<file path="src/rtl/result_byte_presenter.sv">
// Result FIFO with a push-button byte stepper. Each queued 16-bit result is shown on
// the LEDs low byte first, then high byte. The second button press retires the entry.
module result_byte_presenter #(
  parameter int DEPTH       = 4,
  parameter int SYNC_STAGES = 2
) (
  input  logic                     clk,
  input  logic                     rst_n,
  input  logic [15:0]              res_data,
  input  logic                     res_valid,
  output logic                     res_ready,
  input  logic                     btn_level,
  output logic [7:0]               led_out,
  output logic                     phase,
  output logic                     empty,
  output logic [$clog2(DEPTH):0]   count,
  output logic                     overflow
);

  localparam int AW = $clog2(DEPTH);
  localparam int CW = AW + 1;

  localparam logic [1:0] IDLE    = 2'd0;
  localparam logic [1:0] SHOW_LO = 2'd1;
  localparam logic [1:0] SHOW_HI = 2'd2;

  logic [SYNC_STAGES-1:0] sync_reg;
  logic                   prev_reg;
  logic                   btn_edge;

  logic [15:0]   mem [DEPTH];
  logic [AW-1:0] wr_ptr_reg;
  logic [AW-1:0] rd_ptr_reg;
  logic [CW-1:0] count_reg;
  logic [CW-1:0] count_next;
  logic          overflow_reg;
  logic [1:0]    state_reg;
  logic [1:0]    state_next;

  logic        full;
  logic        push;
  logic        pop;
  logic [15:0] head;

  assign btn_edge = sync_reg[SYNC_STAGES-1] & ~prev_reg;

  assign full      = (count_reg == CW'(DEPTH));
  assign res_ready = ~full;
  assign push      = res_valid & res_ready;
  // The FSM only reaches SHOW_HI with an entry held, so a pop never underflows.
  assign pop       = (state_reg == SHOW_HI) & btn_edge;
  assign head      = mem[rd_ptr_reg];

  always_comb begin
    count_next = count_reg;
    if (push && !pop)      count_next = count_reg + CW'(1);
    else if (!push && pop) count_next = count_reg - CW'(1);
  end

  always_comb begin
    state_next = state_reg;
    case (state_reg)
      IDLE:    if (count_reg != '0) state_next = SHOW_LO;
      SHOW_LO: if (btn_edge) state_next = SHOW_HI;
      SHOW_HI: if (btn_edge) state_next = (count_next != '0) ? SHOW_LO : IDLE;
      default: state_next = IDLE;
    endcase
  end

  always_ff @(posedge clk or negedge rst_n) begin
    if (!rst_n) begin
      sync_reg     <= '0;
      prev_reg     <= 1'b0;
      wr_ptr_reg   <= '0;
      rd_ptr_reg   <= '0;
      count_reg    <= '0;
      overflow_reg <= 1'b0;
      state_reg    <= IDLE;
    end else begin
      sync_reg   <= {sync_reg[SYNC_STAGES-2:0], btn_level};
      prev_reg   <= sync_reg[SYNC_STAGES-1];
      count_reg  <= count_next;
      state_reg  <= state_next;
      if (push) wr_ptr_reg <= wr_ptr_reg + AW'(1);
      if (pop)  rd_ptr_reg <= rd_ptr_reg + AW'(1);
      if (res_valid && !res_ready) overflow_reg <= 1'b1;
    end
  end

  // Storage carries no reset; stale words are unreachable once the pointers clear.
  always_ff @(posedge clk) begin
    if (push) mem[wr_ptr_reg] <= res_data;
  end

  always_comb begin
    led_out = 8'h00;
    phase   = 1'b0;
    case (state_reg)
      SHOW_LO: led_out = head[7:0];
      SHOW_HI: begin
        led_out = head[15:8];
        phase   = 1'b1;
      end
      default: led_out = 8'h00;
    endcase
  end

  assign empty    = (state_reg == IDLE);
  assign count    = count_reg;
  assign overflow = overflow_reg;

endmodule

</file>
<file path="config.mk">
export PLATFORM = sky130hd
export DESIGN_NAME = result_byte_presenter
export DESIGN_NICKNAME = d
export VERILOG_FILES = /design/src/rtl/result_byte_presenter.sv
export SDC_FILE = /design/constraint.sdc
export NUM_CORES = 1
export LEC_CHECK = 0
export CORE_ASPECT_RATIO = 1.4
export CORE_MARGIN = 5
export CORE_UTILIZATION = 32
export CTS_BUF_LIST = sky130_fd_sc_hd__clkbuf_4
export CTS_CLUSTER_SIZE = 16
export DETAILED_ROUTE_END_ITERATION = 10
export DONT_BUFFER_PORTS = 1
export GPL_TIMING_DRIVEN = 0
export PLACE_DENSITY_LB_ADDON = 0.12
export SYNTH_ARGS = -nofsm -noshare
export SYNTH_HDL_FRONTEND = slang
export SYNTH_SLANG_ARGS = --single-unit
</file>
<file path="constraint.sdc">
create_clock -name clk -period 3.2 [get_ports clk]
set_input_delay 0.48 -clock clk [delete_from_list [all_inputs] [get_ports clk]]
set_output_delay 0.48 -clock clk [all_outputs]
set_load 0.02 [all_outputs]
</file>
==> results.json, run 1 <==
{
  "post_cts_buffers": 0,
  "synth_top_area_share_pct": 59.3,
  "fin_skew_ps": 9.47,
  "layout_commonest_cell": "edfxtp_1",
  "n_fill_cell": 968,
  "final_core_util_pct": 36.0,
  "yosys-top-cells-area": "edfxtp_1 59%, mux4_2 11%, dfrtp_1 10%",
  "ant_nets": 0,
  "ys_seq_area_share_pct": 69.3,
  "die_y_um": 129,
  "relSlewSlack_pct": 37.9,
  "setup_ws_ps": 474,
  "grtUsageMet1_pct": 12.7,
  "report.final.hold_viol_count": 0,
  "tritoncts": "built",
  "crit_type": "reg2out",
  "grt_use_met2_pct": 19.7,
  "cts_resized": 0,
  "timing.fmax_mhz": 367,
  "ys_seq_elements": 77,
  "synth_cell_types": 34,
  "critical_path_buf_inv_count": 2,
  "start_util_pct": 32.8,
  "synth_nets": 209,
  "stdcell_count": 329,
  "yosys.area.top_type": "edfxtp_1",
  "hp-class": "in2reg",
  "regArea_um2": 2250,
  "grt_max_degree": 17,
  "crit_chain": "inv_1 -> ha_1 -> clkbuf_1 -> a22oi_1 -> nor2b_1",
  "finalSetupTns_ps": 0,
  "grt_pass1_wl_um": 9950,
  "finalSetupViolCount": 0,
  "dieArea_um2": 12300,
  "grt_antenna_before_repair": 0,
  "p_per_area_nw_per_um2": 908,
  "power.leakage_nw": 1.21,
  "drive_gt1_share_pct": 22.7,
  "ios": 35,
  "rows": 43,
  "numCtsBuffers": 9,
  "wl_um": 6510,
  "critPathLaunchType": "flop",
  "multi_input_area_um2": 932,
  "cp_top_family": "buffers and inverters",
  "clockBufferDepth": 2,
  "slew_viol_final": 0,
  "post-route-period-util_pct": 85.2,
  "yosysWarnings": 0,
  "die_w_um": 95.1,
  "diodes": 0,
  "clkTransAtPathRegs_ps": 130,
  "rsz0062_at_grt": "false",
  "critPathSlowestCell": "clkbuf_1",
  "io_buffer_count": 0,
  "critical_path.max_fanout": 9,
  "maxCapViolations": 0,
  "cp_slowest_stage_delay_ps": 490,
  "fin_nets": 221,
  "clkSinkCount": 77,
  "tightest_slew_ps": 931,
  "status": "complete, no violations",
  "netlist_instances": 177,
  "route.detailed.drc": 0,
  "core_area_um2": 9900,
  "area_delta_synth_final_pct": 10.0,
  "synth_area_um2": 3240,
  "peakVddDrop_v": 0.000333,
  "drt_iter0_drc": 76,
  "grt_use_total_pct": 11.6,
  "top_usage_layer": "met2",
  "arrival_ps": 2250,
  "dp_cells": 312,
  "wire_per_inst_um": 19.8,
  "gp_congestion": 0.705,
  "place_hpwl_um": 4240,
  "final_cell_mix": "64 x edfxtp_1, 16 x mux4_2, 13 x dfrtp_1",
  "drtPass1Iterations": 4,
  "cts_root_buf": "clkbuf_4",
  "vias": 1617,
  "place_ws_ps": 658,
  "vias_per_cell": 4.91,
  "critPathRequiredTime_ps": 2720,
  "htreeDepth": 3,
  "met3_usage_pct": 3.89,
  "endpoint_kind": "output port",
  "min_period_ps": 2730,
  "syn_avg_cell_area_um2": 18.3,
  "largest_reg_flops": 64,
  "grt_pass1_vias": 1744,
  "grt_remaining_overflow": 0,
  "clk_latency_ps": 420
}
-- routing by layer --
| metal | share of wire [%] | vias to the layer above |
|---|---|---|
| met5 | 0 | - |
| met2 | 53 | 54 |
| met1 | 37 | 830 |
| met4 | 2.5 | 0 |
| met3 | 7.4 | 15 |
| li1 | - | 718 |
-- layout make-up --
cell class	instances	area share [%]
buffer	6	0.947
sequential	77	63.0
timing repair buffer	1	0.281
tap	135	4.73
clock buffer	9	1.89
clock inverter	7	2.21
inverter	8	0.842
multi-input combinational	86	26.1
-- per-stage QoR --
step | power, mW | cell area (um^2) | hold slack, ps
after detailed placement | 2.68 | 3410 | 185
after floorplan | 2.36 | 3240 | 184
after CTS | 3.30 | 3570 | 21.6
after global routing | 3.45 | 3570 | 14.3
final | 3.24 | 3570 | 63.6
after global placement | 2.64 | 3410 | 185
-- synthesized netlist by cell type, drive strengths merged --
| cell type | number |
|---|---|
| edfxtp | 64 |
| mux4 | 16 |
| dfrtp | 13 |
| ha | 12 |
| nor2b | 10 |
| a22oi | 8 |
| inv | 8 |
| buf | 5 |
| nand2 | 5 |
| nor2 | 5 |
| xnor2 | 5 |
| and2 | 4 |
| o21ai | 3 |
| and3 | 2 |
| o31ai | 2 |
| a211o | 1 |
| a21bo | 1 |
| a21boi | 1 |
| a221o | 1 |
| a31o | 1 |
| a41oi | 1 |
| and3b | 1 |
| clkbuf | 1 |
| mux2 | 1 |
| nand3b | 1 |
| nor3 | 1 |
| o211ai | 1 |
| o2bb2ai | 1 |
| or3 | 1 |
| or3b | 1 |
-- final timing paths --
path | from | endpoint | slack (ps) | depth (start not counted)
max | state_reg[1] | led_out[4] | 470 | 5
min | btn_level | sync_reg[0] | 60 | 0
max reg2reg | count[1] | mem[1][6] | 680 | 4
min reg2reg | sync_reg[0] | sync_reg[1] | 370 | 0
max in group asynchronous | rst_n | rd_ptr_reg[0] | 2300 | 1
min in group asynchronous | rst_n | prev_reg | 500 | 1
-- logic make-up after synthesis --
kind of cell    synth area share [%]
fa+ha+maj                       4.63
xor+xnor                        1.35
compound gates                  5.63
mux                             11.5
simple gates                    5.67
flops                           69.3
buf+inv                         1.97
-- power breakdown --
part,internal [mW],switching (mW),total (mW)
registers,1.33,0.125,1.45
logic,0.482,0.698,1.18
clock network,0.249,0.358,0.607
total,2.06,1.18,3.24
-- timing repair --
action                                  in CTS  in global routing
endpoints found under the hold margin       13                  0
endpoints found under the setup margin       0                  0
hold buffers                                 1                  0
Note: power is estimated with default switching activity, not from simulation.
==> run 2, diff against run 1 <==
- CORE_MARGIN: 5 -> 2
- MAX_ROUTING_LAYER: not set -> met4
- SLEW_MARGIN: not set -> 0
==> run 2 against run 1 <==
- sequential cell count stayed put
- clock skew is 9.6 ps higher
- cell area is 0.88% lower
- fmax is 2.1% higher
- worst hold slack better by 6.3 ps
- sequential power hardly changed
==> results.json, run 2 (synthesized netlist as in run 1, its figures left out) <==
{
  "min-delay-start": "btn_level",
  "endpoint_kind": "output port",
  "dieArea_um2": 11000,
  "place_hpwl_um": 4240,
  "r2r_start": "count[0]",
  "core_area_um2": 9900,
  "final_cell_mix": "64 x edfxtp_1, 16 x mux4_2, 13 x dfrtp_1",
  "vias": 1566,
  "status": "complete, no violations",
  "grt_remaining_overflow": 0,
  "area_delta_synth_final_pct": 9.07,
  "timing.fmax_mhz": 375,
  "p_per_area_nw_per_um2": 884,
  "report.final.hold_viol_count": 0,
  "slew_viol_final": 0,
  "seqPwrFrac_pct": 46.5,
  "clkSinkCount": 77,
  "finalSetupTns_ps": 0,
  "relSlewSlack_pct": 38.0,
  "clkTransAtPathRegs_ps": 130,
  "drtPass1Iterations": 4,
  "vias_per_cell": 4.76,
  "rr_endpoint": "mem[1][0]",
  "ant_nets": 0,
  "holdPathStages": 0,
  "grt_pass1_vias": 1745,
  "start_util_pct": 32.8,
  "grt_pass1_wl_um": 9810,
  "clk_latency_ps": 420,
  "critical_path.max_fanout": 10,
  "holdBufCountCts": 1,
  "die_y_um": 123,
  "grt_antenna_before_repair": 0,
  "largest_reg_flops": 64,
  "intPower_mw": 1.98,
  "hp-class": "in2reg",
  "layout_commonest_cell": "edfxtp_1",
  "hold-path-endpoint": "sync_reg[0]",
  "power.leakage_nw": 1.19,
  "post-route-period-util_pct": 83.4,
  "swShare_pct": 36.8,
  "cts_resized": 0,
  "crit_type": "reg2out",
  "gp_congestion": 0.807,
  "pwr-share-comb_pct": 37.5,
  "maxCapViolations": 0,
  "cp_top_family": "flip-flops",
  "fin_nets": 221,
  "drt_iter0_drc": 117,
  "die_w_um": 89.1,
  "cp_slowest_stage_delay_ps": 470,
  "peakVddDrop_v": 0.000322,
  "htreeDepth": 3,
  "arrival_ps": 2190,
  "numCtsBuffers": 9,
  "cp.depth": 5,
  "clockPowerShare_pct": 16.0,
  "ios": 35,
  "grt_use_total_pct": 13.2,
  "route.detailed.drc": 0,
  "wire_per_inst_um": 19.3,
  "grt_max_degree": 17,
  "holdWs_ps": 69.9,
  "r2r_cells": 4,
  "cts_root_buf": "clkbuf_4",
  "critPathLaunchType": "flop",
  "min_period_ps": 2670,
  "post_cts_buffers": 0,
  "tightest_slew_ps": 930,
  "diodes": 0,
  "rows": 43,
  "wl_um": 6340,
  "finalSetupViolCount": 0,
  "power.switching_mw": 1.15,
  "fin_skew_ps": 19.1,
  "rsz0062_at_grt": "false",
  "drive_gt1_share_pct": 22.2,
  "critPathSlowestCell": "dfrtp_1",
  "critical_path_buf_inv_count": 2,
  "critPathRequiredTime_ps": 2720,
  "tritoncts": "built",
  "crit_chain": "inv_1 -> ha_1 -> buf_2 -> a22oi_1 -> nor2b_1",
  "io_buffer_count": 0,
  "clockBufferDepth": 2,
  "r2r_slack_ps": 700
}
run 2: changes by cell type in the layout (fill, tap and decap cells not counted), sizes merged:
cell,previous run,this run
clkinvlp,0,3
bufinv,1,0
clkinv,2,3
clkbuf,10,11
inv,12,8
run 2: metal layers:
layer,routed length (um),global-route usage (%)
met1,2540,14.5
met2,3370,21.7
met3,288,4.27
met4,131,5.88
met5,0,-
run 2: how the worst max path moves through the flow:
stage,start,endpoint
6_report,state_reg[0],led_out[2]
4_1_cts,state_reg[0],led_out[5]
3_3_place_gp,count[0],mem[3][3]
3_5_place_dp,count[1],mem[0][14]
5_1_grt,state_reg[0],led_out[1]
2_1_floorplan,count[0],mem[0][0]
run 2: worst register-to-register path, stage by stage, from the launching register on:
cell	delay, ps
dfrtp_1	510
inv_1	170
ha_1	320
a21boi_4	310
and2_1	790
run 2: cell type report:
cell class,count,area (um^2)
buffer,6,33.8
clock buffer,10,75.1
clock inverter,6,40.0
fill,956,6360
inverter,8,30.0
multi-input combinational,86,932
sequential,77,2250
tap,135,169
timing repair buffer,1,10.0
run 2: power groups by stage:
stage / clock [mW] / combinational (mW) / sequential [mW]
CTS: 0.519 / 1.21 / 1.46
global placement: 0 / 1.16 / 1.46
detailed placement: 0 / 1.20 / 1.48
global route: 0.558 / 1.30 / 1.48
finish: 0.501 / 1.17 / 1.45
floorplan: 0 / 0.920 / 1.44
run 2: per-stage QoR:
step                      cell area, um^2  cells  worst slack (ps)  util [%]  total power, mW
after global routing                 3540    329               344      35.7             3.33
after floorplan                      3240    177              1200         -             2.36
after detailed placement             3410    312               666      34.5             2.68
after CTS                            3540    329               461      35.7             3.18
after global placement               3410    312               745      34.5             2.62
final                                3540    329               531      35.7             3.13
